===== config.mk =====
export PLATFORM = sky130hd
export DESIGN_NAME = vga_sync_decoder
export DESIGN_NICKNAME = d
export VERILOG_FILES = /design/src/rtl/vga_sync_decoder.sv
export SDC_FILE = /design/constraint.sdc
export NUM_CORES = 1
export LEC_CHECK = 0
export BUFFER_PORTS_ARGS = -buffer_cell sky130_fd_sc_hd__buf_2
export CORE_ASPECT_RATIO = 0.7
export CORE_UTILIZATION = 30
export DETAILED_ROUTE_END_ITERATION = 7
export PLACE_DENSITY = 0.45
export SKIP_CTS_REPAIR_TIMING = 1
export SYNTH_ARGS = -nofsm -noshare
export SYNTH_HDL_FRONTEND = slang
export SYNTH_SLANG_ARGS = --single-unit

===== constraint.sdc =====
create_clock -name i_pix_clk -period 6.3 [get_ports i_pix_clk]
set_input_delay 0.315 -clock i_pix_clk [delete_from_list [all_inputs] [get_ports i_pix_clk]]
set_output_delay 0.315 -clock i_pix_clk [all_outputs]
set_load 0.02 [all_outputs]

===== src/rtl/vga_sync_decoder.sv =====
// Recovers pixel coordinates and a lock indication from an incoming VGA sync/colour stream.
// Coordinates free-run and are re-aligned by sync leading edges; timing errors drop lock.
module vga_sync_decoder #(
  parameter int H_ACTIVE = 800,
  parameter int H_FP     = 40,
  parameter int H_SYNC   = 128,
  parameter int H_BP     = 88,
  parameter int V_ACTIVE = 600,
  parameter int V_FP     = 1,
  parameter int V_SYNC   = 4,
  parameter int V_BP     = 23,
  parameter int SYNC_POL = 1
) (
  input  logic        i_pix_clk,
  input  logic        i_reset_n,
  input  logic        i_horz_sync,
  input  logic        i_vert_sync,
  input  logic [2:0]  i_red,
  input  logic [2:0]  i_green,
  input  logic [1:0]  i_blue,
  output logic [15:0] o_horz_coord,
  output logic [15:0] o_vert_coord,
  output logic        o_pix_valid,
  output logic [2:0]  o_red,
  output logic [2:0]  o_green,
  output logic [1:0]  o_blue,
  output logic        o_frame_start,
  output logic        o_locked,
  output logic        o_sync_err,
  output logic [7:0]  o_err_count
);

  localparam int H_TOTAL = H_ACTIVE + H_FP + H_SYNC + H_BP;
  localparam int V_TOTAL = V_ACTIVE + V_FP + V_SYNC + V_BP;

  localparam logic [15:0] H_ACT  = 16'(H_ACTIVE);
  localparam logic [15:0] V_ACT  = 16'(V_ACTIVE);
  localparam logic [15:0] H_LOAD = 16'(H_ACTIVE + H_FP);
  localparam logic [15:0] V_LOAD = 16'(V_ACTIVE + V_FP);
  localparam logic [15:0] H_LAST = 16'(H_TOTAL - 1);
  localparam logic [15:0] V_LAST = 16'(V_TOTAL - 1);
  localparam logic        POL    = (SYNC_POL != 0);

  typedef enum logic [1:0] {SEARCH, H_ACQ, LOCKED} state_t;

  state_t      state_q, state_d;
  logic [15:0] x_q, x_d, y_q, y_d;
  logic        hs_prev_q, vs_prev_q;
  logic [1:0]  good_q, good_d;
  logic        valid_q, valid_d;
  logic [2:0]  red_q, red_d, green_q, green_d;
  logic [1:0]  blue_q, blue_d;
  logic        fs_q, fs_d;
  logic        locked_q;
  logic        err_q, err_d;
  logic [7:0]  err_cnt_q, err_cnt_d;

  logic        hs_now, vs_now, h_edge, v_edge;
  logic        x_wrap, h_on_time;
  logic [15:0] x_run, y_run;

  always_comb begin
    hs_now    = (i_horz_sync == POL);
    vs_now    = (i_vert_sync == POL);
    h_edge    = hs_now && !hs_prev_q;
    v_edge    = vs_now && !vs_prev_q;
    x_wrap    = (x_q == H_LAST);
    x_run     = x_wrap ? 16'd0 : x_q + 16'd1;
    y_run     = x_wrap ? ((y_q == V_LAST) ? 16'd0 : y_q + 16'd1) : y_q;
    h_on_time = (x_run == H_LOAD);
    // Edge-driven loads win over free-running, regardless of lock state
    x_d       = h_edge ? H_LOAD : x_run;
    y_d       = v_edge ? V_LOAD : y_run;
  end

  always_comb begin
    state_d = state_q;
    good_d  = good_q;
    err_d   = 1'b0;
    case (state_q)
      SEARCH: begin
        if (h_edge) begin
          state_d = H_ACQ;
          good_d  = 2'd0;
        end
      end
      H_ACQ: begin
        if (h_edge) begin
          good_d = h_on_time ? ((good_q == 2'd2) ? 2'd2 : good_q + 2'd1) : 2'd0;
        end
        if (v_edge && good_q == 2'd2) state_d = LOCKED;
      end
      LOCKED: begin
        // Covers both a misplaced H-edge and a missing one at the expected position
        err_d = (h_edge != h_on_time) ||
                (v_edge && (y_run != V_LOAD || x_run != 16'd0));
        if (err_d) state_d = SEARCH;
      end
      default: state_d = SEARCH;
    endcase
  end

  always_comb begin
    valid_d   = (state_d == LOCKED) && (x_d < H_ACT) && (y_d < V_ACT);
    fs_d      = (state_d == LOCKED) && (x_d == 16'd0) && (y_d == 16'd0);
    red_d     = valid_d ? i_red   : 3'd0;
    green_d   = valid_d ? i_green : 3'd0;
    blue_d    = valid_d ? i_blue  : 2'd0;
    err_cnt_d = (err_d && err_cnt_q != 8'hFF) ? err_cnt_q + 8'd1 : err_cnt_q;
  end

  always_ff @(posedge i_pix_clk or negedge i_reset_n) begin
    if (!i_reset_n) begin
      state_q   <= SEARCH;
      x_q       <= '0;
      y_q       <= '0;
      hs_prev_q <= 1'b0;
      vs_prev_q <= 1'b0;
      good_q    <= '0;
      valid_q   <= 1'b0;
      red_q     <= '0;
      green_q   <= '0;
      blue_q    <= '0;
      fs_q      <= 1'b0;
      locked_q  <= 1'b0;
      err_q     <= 1'b0;
      err_cnt_q <= '0;
    end else begin
      state_q   <= state_d;
      x_q       <= x_d;
      y_q       <= y_d;
      hs_prev_q <= hs_now;
      vs_prev_q <= vs_now;
      good_q    <= good_d;
      valid_q   <= valid_d;
      red_q     <= red_d;
      green_q   <= green_d;
      blue_q    <= blue_d;
      fs_q      <= fs_d;
      locked_q  <= (state_d == LOCKED);
      err_q     <= err_d;
      err_cnt_q <= err_cnt_d;
    end
  end

  assign o_horz_coord  = x_q;
  assign o_vert_coord  = y_q;
  assign o_pix_valid   = valid_q;
  assign o_red         = red_q;
  assign o_green       = green_q;
  assign o_blue        = blue_q;
  assign o_frame_start = fs_q;
  assign o_locked      = locked_q;
  assign o_sync_err    = err_q;
  assign o_err_count   = err_cnt_q;

endmodule


==> impl_metrics.csv, run 1 <==
group,metric,value,unit
timing,rsz0062_at_grt,"false",
setup_path,crit_path_end_kind,"flop",
drt,routedWlPerCell,15.8,µm
synthesis,postSynthCellCount,377,
timing,finalMaxSlewViolations,0,
timing,finalHoldViolCount,0,
timing,tightest_slew,791,ps
cts,clk_transition_reported_paths,50,ps
synthesis,ys_async_sr_fraction,100,%
die,die_h,91.0,µm
synthesis,syn-cell-area,3400,µm²
synthesis,synth_edf_count,0,
placed_design,place_hpwl,6750,µm
pwr,p_leak,0.00182,µW
layout,drive_above_1_share,22.0,%
timing,period_share,65.2,%
setup_path,cp-start-kind,"flop",
cts,cts_buffer_depth,2,
drt,drt-pass1-iter-count,6,
grt,grt_overflow_total,0,
drt,drc,0,
timing,fin_setup_tns,0,ps
grt,track_usage,17.3,%
die,chipWidth,129,µm
timing,fin_ws,2190,ps
synthesis,yosys_warnings,0,
placed_design,portBuffers,63,
synthesis,yosysSeqAreaShare,42.7,%
setup_path,criticalPathCategory,"flop to flop",
grt,grt_pass1_vias,2807,
pwr,total_power,1090,µW
outcome,status,"complete, no violations",
synthesis,synth_ff_type,"dfrtp_1",
flow_run,max_cap_violations,0,
setup_path,worstPathMaxFanout,16,
timing,setup_viol,0,
layout,area_delta_synth_final,21.7,%
layout,instances_no_fill,589,
synthesis,syn-mean-instance-area,9.01,µm²
placed_design,place_ws,2160,ps
drt,routed_via_density,5.09,
cts,insertion_delay,330,ps
die,num_rows,32,
die,io_pins,64,
die,initial_utilization,30.9,%
pwr,power_density,263,nW/µm²
setup_path,cp.arrival,4320,ps
grt,grt_max_degree,59,
hold_path,hp-class,"input pin to flop",
die,core_area,11000,µm²
grt,antenna_found_initial,0,
timing,skew,5.34,ps
drt,dr_total_vias,2997,
cts,cts_tree,"built",
cts,cts_made_buffers,9,
die,dieArea,11800,µm²
timing,period_minus_slack,4110,ps
layout,diodes,0,
drt,wl,9330,µm
layout,nets,449,
layout,num-fill-cells,1139,
drt,ant_nets,0,
cts,root_buffer,"clkbuf_16",
pwr,ir_drop,0.141,mV
grt,grt_pass1_wl,15300,µm
placed_design,placedCellCount,573,
timing,relSlewSlack,47.3,%
drt,drt_iter0_drc,260,
cts,htree_num_levels,3,
synthesis,synth.net_count,395,
setup_path,crit_required,6520,ps
timing,fmax,0.243,GHz
synthesis,yosysUniqueCellTypes,57,
placed_design,gp_congestion,0.870,
synthesis,synth-seq-cells,58,
cts,cts_num_sinks,58,
## final timing paths
kind / start / to / slack, ps / cells after the start
max in group asynchronous: i_reset_n / o_blue[0] / 5620 / 2
hold / removal: i_horz_sync / hs_prev_q / 130 / 1
setup / recovery: o_horz_coord[0] / o_red[1] / 2190 / 10
hold reg to reg: o_err_count[6] / o_err_count[6] / 480 / 1
min in group asynchronous: i_reset_n / o_horz_coord[2] / 160 / 2
setup reg to reg: o_horz_coord[0] / o_red[1] / 2190 / 10
## critical path, cell delays in order (launching register included)
cell	delay [ps]
dfrtp_1	460
ha_1	300
nand4_1	320
or4_4	760
nor3_1	270
xnor2_1	170
nand3_1	160
or4b_4	530
a211oi_4	450
a21oi_2	240
nor4_1	330
## power breakdown
group / internal [µW] / switching, µW
registers: 391 / 29.2
logic: 49.0 / 87.4
clock network: 357 / 175
## layer usage
metal / vias up / global-route usage (%) / wire length [µm]
met5: - / 0 / 0
met4: 0 / 6.08 / 145
met3: 13 / 4.89 / 628
met2: 103 / 22.4 / 3770
met1: 1421 / 26.4 / 4790
li1: 1460 / - / -
## final cells by class
class                   count  area, µm²  share of cell area (%)
well taps                 153        191                    4.63
clock inverters             6       88.8                    2.15
clock buffers              10        239                    5.78
multi-input cells         283       1780                    43.0
inverters                  13       48.8                    1.18
repair buffers             66        338                    8.17
flip-flops and latches     58       1450                    35.1
## layout by cell type, fill, tap and decap left out, types with 2 or more instances in the layout
| cell type | count |
|---|---|
| ha_1 | 6 |
| buf_2 | 63 |
| bufinv_16 | 2 |
| and4_1 | 5 |
| a31oi_1 | 2 |
| nand2b_1 | 5 |
| xnor2_1 | 17 |
| xor2_1 | 14 |
| nor4b_1 | 4 |
| nand4b_1 | 2 |
| mux2i_1 | 2 |
| nor4_1 | 21 |
| o21ai_0 | 19 |
| nor2_1 | 27 |
| or3b_2 | 2 |
| clkbuf_16 | 9 |
| and2_1 | 6 |
| o31ai_1 | 3 |
| nand2_1 | 43 |
| o311ai_0 | 2 |
| nor3_1 | 17 |
| clkinvlp_4 | 2 |
| inv_1 | 13 |
| o21ai_1 | 2 |
| and3_1 | 8 |
| dfrtp_1 | 58 |
| a21oi_1 | 9 |
| nand4_1 | 13 |
| nand3_1 | 16 |
| nand3b_1 | 4 |
| buf_4 | 3 |
| nor2b_1 | 4 |
| or4_4 | 2 |
| o211ai_1 | 2 |
| or3_1 | 4 |
## logic make-up (layout without fill, tap and decap cells)
logic type      after synthesis  in the layout  synth area share [%]
mux                           3              3                 0.920
compound gates               50             50                  9.46
fa+ha+maj                     6              6                  2.21
buf+inv                      36             95                  4.97
flops                        58             58                  42.7
simple gates                193            193                  31.7
xor+xnor                     31             31                  7.99
## stage by stage
stage | instance area, µm² | hold WS (ps) | util, %
finish | 4140 | 130 | 37.6
global route | 4140 | 115 | 37.6
CTS | 4140 | 114 | 37.6
detailed placement | 3810 | 457 | 34.6
global placement | 3810 | 448 | 34.6
floorplan | 3400 | 19.4 | -
## cell usage after synthesis (3+ instances only)
master | number | area [µm²]
nor2_1 | 27 | 101
nand2b_1 | 5 | 31.3
o31ai_1 | 3 | 22.5
nand3_1 | 16 | 80.1
nor2b_1 | 4 | 25.0
nand2_1 | 43 | 161
nand4_1 | 13 | 81.3
and3_1 | 8 | 50.1
clkbuf_1 | 14 | 52.6
nor3_1 | 17 | 85.1
xnor2_1 | 17 | 149
dfrtp_1 | 58 | 1450
buf_6 | 4 | 45.0
nor4_1 | 21 | 131
and2_1 | 6 | 37.5
nor4b_1 | 4 | 35.0
ha_1 | 6 | 75.1
xor2_1 | 14 | 123
and4_1 | 5 | 43.8
inv_1 | 13 | 48.8
or3_1 | 4 | 25.0
a21oi_1 | 9 | 45.0
nand3b_1 | 4 | 30.0
o21ai_0 | 19 | 95.1
## registers in the layout, indices dropped and copies added, names as in the netlist
signal         count
o_frame_start      1
o_green            3
state_q            2
o_horz_coord      16
o_err_count        8
o_locked           1
vs_prev_q          1
o_vert_coord      16
good_q             2
o_red              3
hs_prev_q          1
o_pix_valid        1
o_blue             2
o_sync_err         1
Power figures use the tool's default switching activity.
==> run 2, diff against run 1 <==
==> constraint.sdc (replaced) <==
create_clock -name i_pix_clk -period 3.9 [get_ports i_pix_clk]
set_input_delay 0.195 -clock i_pix_clk [delete_from_list [all_inputs] [get_ports i_pix_clk]]
set_output_delay 0.195 -clock i_pix_clk [all_outputs]
set_load 0.02 [all_outputs]
==> run 2 against run 1 <==
First-iteration DRC count grew 0.38%. Cell count increased by 3.6%. Clock-buffer cell count rose by 3. Non-clock buffer count up 22.
==> impl_metrics.csv, run 2 (synthesis gave the netlist of run 1 again) <==
group,metric,value,unit
layout,nets,471,
setup_path,crit_path_end_kind,"flop",
timing,fin_setup_tns,0,ps
drt,drt-pass1-iter-count,5,
placed_design,portBuffers,63,
outcome,status,"complete, no violations",
timing,period_share,93.9,%
drt,drc,0,
timing,fin_ws,237,ps
grt,grtUsageMet2,22.5,%
grt,grt_util_met3,6.19,%
layout,drive_above_1_share,25.2,%
drt,routedWlPerCell,15.9,µm
timing,fmax,0.273,GHz
die,initial_utilization,30.9,%
layout,layout_commonest_cell,"buf_2",
pwr,pwr-share-seq,37.6,%
cts,cts_num_sinks,58,
setup_path,reg2reg_from,"o_horz_coord[13]",
cts,htree_num_levels,3,
drt,routed_via_density,5.13,
drt,ant_nets,0,
grt,grt_pass1_vias,2881,
die,num_rows,32,
placed_design,placedCellCount,594,
timing,skew,7.54,ps
pwr,power_density,414,nW/µm²
cts,root_buffer,"clkbuf_16",
timing,finalMaxSlewViolations,0,
grt,antenna_found_initial,0,
cts,cts_buffer_depth,2,
pwr,p_int,1320,µW
setup_path,regToRegSetupSlack,240,ps
timing,setup_viol,0,
hold_path,hp-class,"input pin to asynchronous set/reset pin",
layout,diodes,0,
flow_run,max_cap_violations,0,
setup_path,cp.arrival,3880,ps
timing,finalHoldViolCount,0,
cts,cts_tree,"built",
die,die_h,91.0,µm
timing,rsz0062_at_grt,"false",
pwr,sw_frac_of_total,26.1,%
setup_path,worstPathMaxFanout,16,
cts,insertion_delay,330,ps
timing,period_minus_slack,3660,ps
setup_path,rr_endpoint,"o_err_count[5]",
setup_path,crit_required,4120,ps
die,dieArea,11800,µm²
layout,num-fill-cells,1124,
placed_design,place_ws,197,ps
layout,area_delta_synth_final,26.6,%
layout,design_area,4300,µm²
pwr,p_leak,0.00193,µW
layout,instances_no_fill,610,
setup_path,criticalPathCategory,"flop to flop",
grt,grt_max_degree,59,
layout,final_core_util,39.1,%
pwr,switchingPower,465,µW
grt,grt_pass1_wl,15500,µm
timing,relSlewSlack,49.6,%
layout,mostFrequentLayoutCells,"buf_2 (63), dfrtp_1 (58), nand2_1 (43)",
cts,clk_transition_reported_paths,50,ps
pwr,clkPwrFrac,48.6,%
drt,dr_total_vias,3131,
timing,tightest_slew,755,ps
grt,busiest_layer,"met1",
placed_design,placed_area,3970,µm²
die,core_area,11000,µm²
setup_path,reg2reg_depth,10,
grt,track_usage,17.6,%
die,io_pins,64,
pwr,ir_drop,0.208,mV
placed_design,gp_congestion,0.857,
placed_design,place_hpwl,7070,µm
drt,drt_iter0_drc,261,
grt,grt_overflow_total,0,
setup_path,cp-start-kind,"flop",
die,chipWidth,129,µm
cts,cts_made_buffers,9,
pwr,pwr-share-comb,13.8,%
grt,use_met1,27.0,%
drt,wl,9700,µm
-- run 2: changes by cell type in the layout (fill, tap and decap cells not counted), sizes merged --
| cell | before | now |
|---|---|---|
| dlygate4sd3 | 0 | 1 |
| inv | 14 | 13 |
| clkinv | 1 | 0 |
| buf | 66 | 87 |
| clkbuf | 10 | 13 |
| clkinvlp | 2 | 0 |
-- run 2: area by class of cell --
type / instances / area, µm² / share of cell area (%)
Multi-Input combinational cell: 283 / 1780 / 41.5
Sequential cell: 58 / 1450 / 33.7
Timing Repair Buffer: 88 / 505 / 11.8
Clock buffer: 13 / 260 / 6.05
Tap cell: 153 / 191 / 4.45
Clock inverter: 2 / 60.1 / 1.40
Inverter: 13 / 48.8 / 1.13
-- run 2: worst max-delay path, cell delays in order, from the launching register on --
cell	delay, ps
dfrtp_1	420
or4_1	550
or4_4	630
nor3_1	270
xnor2_1	170
nand3_1	150
or4b_4	520
a211oi_4	280
buf_4	190
and4bb_2	240
xor2_1	140
-- run 2: layer usage --
metal | part of all wire (%) | up-vias | wire, µm
met3 | 6.5 | 9 | 628
met1 | 53 | 1499 | 5160
li1 | - | 1506 | -
met5 | 0 | - | 0
met4 | 0.72 | 0 | 70
met2 | 40 | 117 | 3850
-- run 2: power groups by stage --
stage          combinational (µW)  sequential, µW  clock (µW)
6_report                      246             669         865
5_1_grt                       270             674         919
4_1_cts                       246             668         884
3_5_place_dp                  245             678           0
3_3_place_gp                  243             679           0
2_1_floorplan                 124             700           0
-- run 2: worst max path at each step --
stage	startpoint	to	slack (ps)	depth (start not counted)
global route	o_horz_coord[13]	o_pix_valid	7	9
finish	o_horz_coord[13]	o_err_count[5]	240	10
CTS	o_horz_coord[13]	o_err_count[5]	180	10
floorplan	o_horz_coord[0]	o_blue[0]	170	12
global placement	o_horz_coord[13]	o_err_count[5]	240	10
detailed placement	o_horz_coord[13]	o_err_count[5]	200	10
-- run 2: per-stage QoR --
step | hold WS (ps) | power (µW)
6_report | 10.1 | 1780
4_1_cts | -12.5 | 1800
3_5_place_dp | 334 | 924
5_1_grt | 10.1 | 1860
3_3_place_gp | 335 | 922
2_1_floorplan | -101 | 824
==> run 3, diff against run 2 <==
--- a/config.mk
+++ b/config.mk
@@ -7,9 +7,9 @@
 export LEC_CHECK = 0
 export BUFFER_PORTS_ARGS = -buffer_cell sky130_fd_sc_hd__buf_2
 export CORE_ASPECT_RATIO = 0.7
-export CORE_UTILIZATION = 30
+export CORE_UTILIZATION = 35
 export DETAILED_ROUTE_END_ITERATION = 7
-export PLACE_DENSITY = 0.45
+export PLACE_DENSITY = 0.52
 export SKIP_CTS_REPAIR_TIMING = 1
 export SYNTH_ARGS = -nofsm -noshare
 export SYNTH_HDL_FRONTEND = slang
==> run 3 against run 2 <==
Largest power group unchanged. Sequential cell count unchanged. Combinational power shrank 2%. Cell count down 5.1%. Die area shrank 14%. Clock skew decreased by 2.0 ps. Routed wire length is 3.5% lower.
==> impl_metrics.csv, run 3 (synthesis gave the netlist of run 1 again) <==
group,metric,value,unit
setup_path,crit_path_end_kind,"flop",
drt,wl,9360,µm
grt,grtUsageMet2,25.4,%
setup_path,critical_path.cell_chain,"ha_1 > and4_1 > nand3_1 > nor4_1 > buf_4 > mux2i_1 > nand3_1 > or4b_4 > a211oi_4 > buf_4 > and4bb_2 > xor2_1",
drt,routed_via_density,5.42,
grt,track_usage,19.9,%
placed_design,gp_congestion,0.848,
die,num_rows,29,
grt,antenna_found_initial,0,
setup_path,regToRegSetupSlack,250,ps
die,core_area,9250,µm²
die,die_h,84.4,µm
grt,use_met1,31.8,%
drt,drt-pass1-iter-count,7,
cts,root_buffer,"clkbuf_16",
die,chipWidth,120,µm
die,io_pins,64,
grt,grt_max_degree,59,
cts,clk_transition_reported_paths,50,ps
timing,fmax,0.274,GHz
grt,busiest_layer,"met1",
layout,final_core_util,45.6,%
cts,cts_num_sinks,58,
timing,finalHoldViolCount,0,
timing,fin_ws,250,ps
cts,cts_made_buffers,9,
outcome,status,"complete, no violations",
pwr,p_leak,0.00191,µW
layout,diodes,0,
timing,relSlewSlack,49.7,%
pwr,total_power,1690,µW
timing,period_minus_slack,3650,ps
pwr,ir_drop,0.194,mV
grt,grt_util_met3,6.39,%
grt,grt_pass1_wl,15400,µm
drt,routedWlPerCell,16.2,µm
layout,nets,468,
flow_run,max_cap_violations,0,
drt,ant_nets,0,
placed_design,place_ws,219,ps
timing,setup_viol,0,
drt,drc,0,
drt,drt_iter0_drc,259,
cts,cts_tree,"built",
timing,fin_setup_tns,0,ps
layout,layout_commonest_cell,"buf_2",
setup_path,cp_num_buf_inv,2,
die,initial_utilization,36.7,%
layout,mostFrequentLayoutCells,"buf_2 (63), dfrtp_1 (58), nand2_1 (43)",
setup_path,crit_required,4110,ps
setup_path,criticalPathCategory,"flop to flop",
pwr,power_density,400,nW/µm²
cts,cts_buffer_depth,2,
placed_design,place_hpwl,6960,µm
setup_path,cp.arrival,3860,ps
setup_path,crit_slowest_cell,"dfrtp_1",
setup_path,worstPathMaxFanout,10,
layout,drive_above_1_share,25.1,%
hold_path,hp-class,"input pin to asynchronous set/reset pin",
timing,rsz0062_at_grt,"false",
layout,area_delta_synth_final,24.1,%
setup_path,cp-start-kind,"flop",
placed_design,portBuffers,63,
cts,insertion_delay,330,ps
setup_path,path_delay_family,"simple AND/OR/NAND/NOR gates",
grt,grt_overflow_total,0,
drt,dr_total_vias,3140,
die,dieArea,10100,µm²
timing,skew,5.56,ps
grt,grt_pass1_vias,2871,
setup_path,slowest_delay,540,ps
timing,period_share,93.6,%
timing,tightest_slew,755,ps
layout,num-fill-cells,940,
cts,htree_num_levels,3,
timing,finalMaxSlewViolations,0,
timing,hold_ws,18.9,ps
-- run 3: cell types whose count changed in the layout (fill, tap and decap cells not counted) --
cell / previous run / this run
nor4_2: 2 / 1
nor4_1: 20 / 21
clkinv_2: 0 / 3
bufinv_16: 2 / 1
nor3_1: 17 / 16
clkinv_4: 0 / 1
nor3_2: 0 / 1
buf_4: 24 / 21
clkbuf_8: 2 / 1
clkbuf_1: 2 / 1
-- run 3: worst paths after layout --
check | from | endpoint | cells past startpoint
worst max-delay path | o_vert_coord[0] | o_err_count[5] | 12
worst min-delay path | i_reset_n | o_horz_coord[11] | 2
worst max register to register | o_vert_coord[0] | o_err_count[5] | 12
worst min register to register | good_q[0] | good_q[0] | 2
max in group asynchronous | i_reset_n | o_vert_coord[14] | 2
min in group i_pix_clk | i_vert_sync | vs_prev_q | 1
-- run 3: area by class of cell --
class | count | area [µm²] | area share, %
Inverter | 13 | 48.8 | 1.16
Clock inverter | 5 | 53.8 | 1.28
Sequential cell | 58 | 1450 | 34.4
Timing Repair Buffer | 85 | 483 | 11.5
Tap cell | 124 | 155 | 3.68
Clock buffer | 11 | 243 | 5.75
Multi-Input combinational cell | 283 | 1780 | 42.3
-- run 3: routing by layer --
layer,vias to the layer above,wire length [µm]
li1,1499,-
met1,1516,5000
met2,119,3580
met3,6,714
met4,0,57
met5,-,0
-- run 3: metrics by stage --
step                      cell area, µm²  cells
after CTS                           4200    578
after floorplan                     3400    377
after global placement              3910    562
final                               4220    579
after detailed placement            3910    562
after global routing                4220    579
-- run 3: worst register-to-register path, cell delays in order (launching register included) --
cell and delay [ps]:
dfrtp_1 540, ha_1 360, and4_1 290, nand3_1 170, nor4_1 260, buf_4 190
mux2i_1 230, nand3_1 140, or4b_4 510, a211oi_4 280, buf_4 190, and4bb_2 240
xor2_1 140
-- run 3: report_power, final --
part           switching, µW  total [µW]  internal, µW
Combinational            149         242          92.6
Clock                    270         778           509
Sequential              37.2         669           632
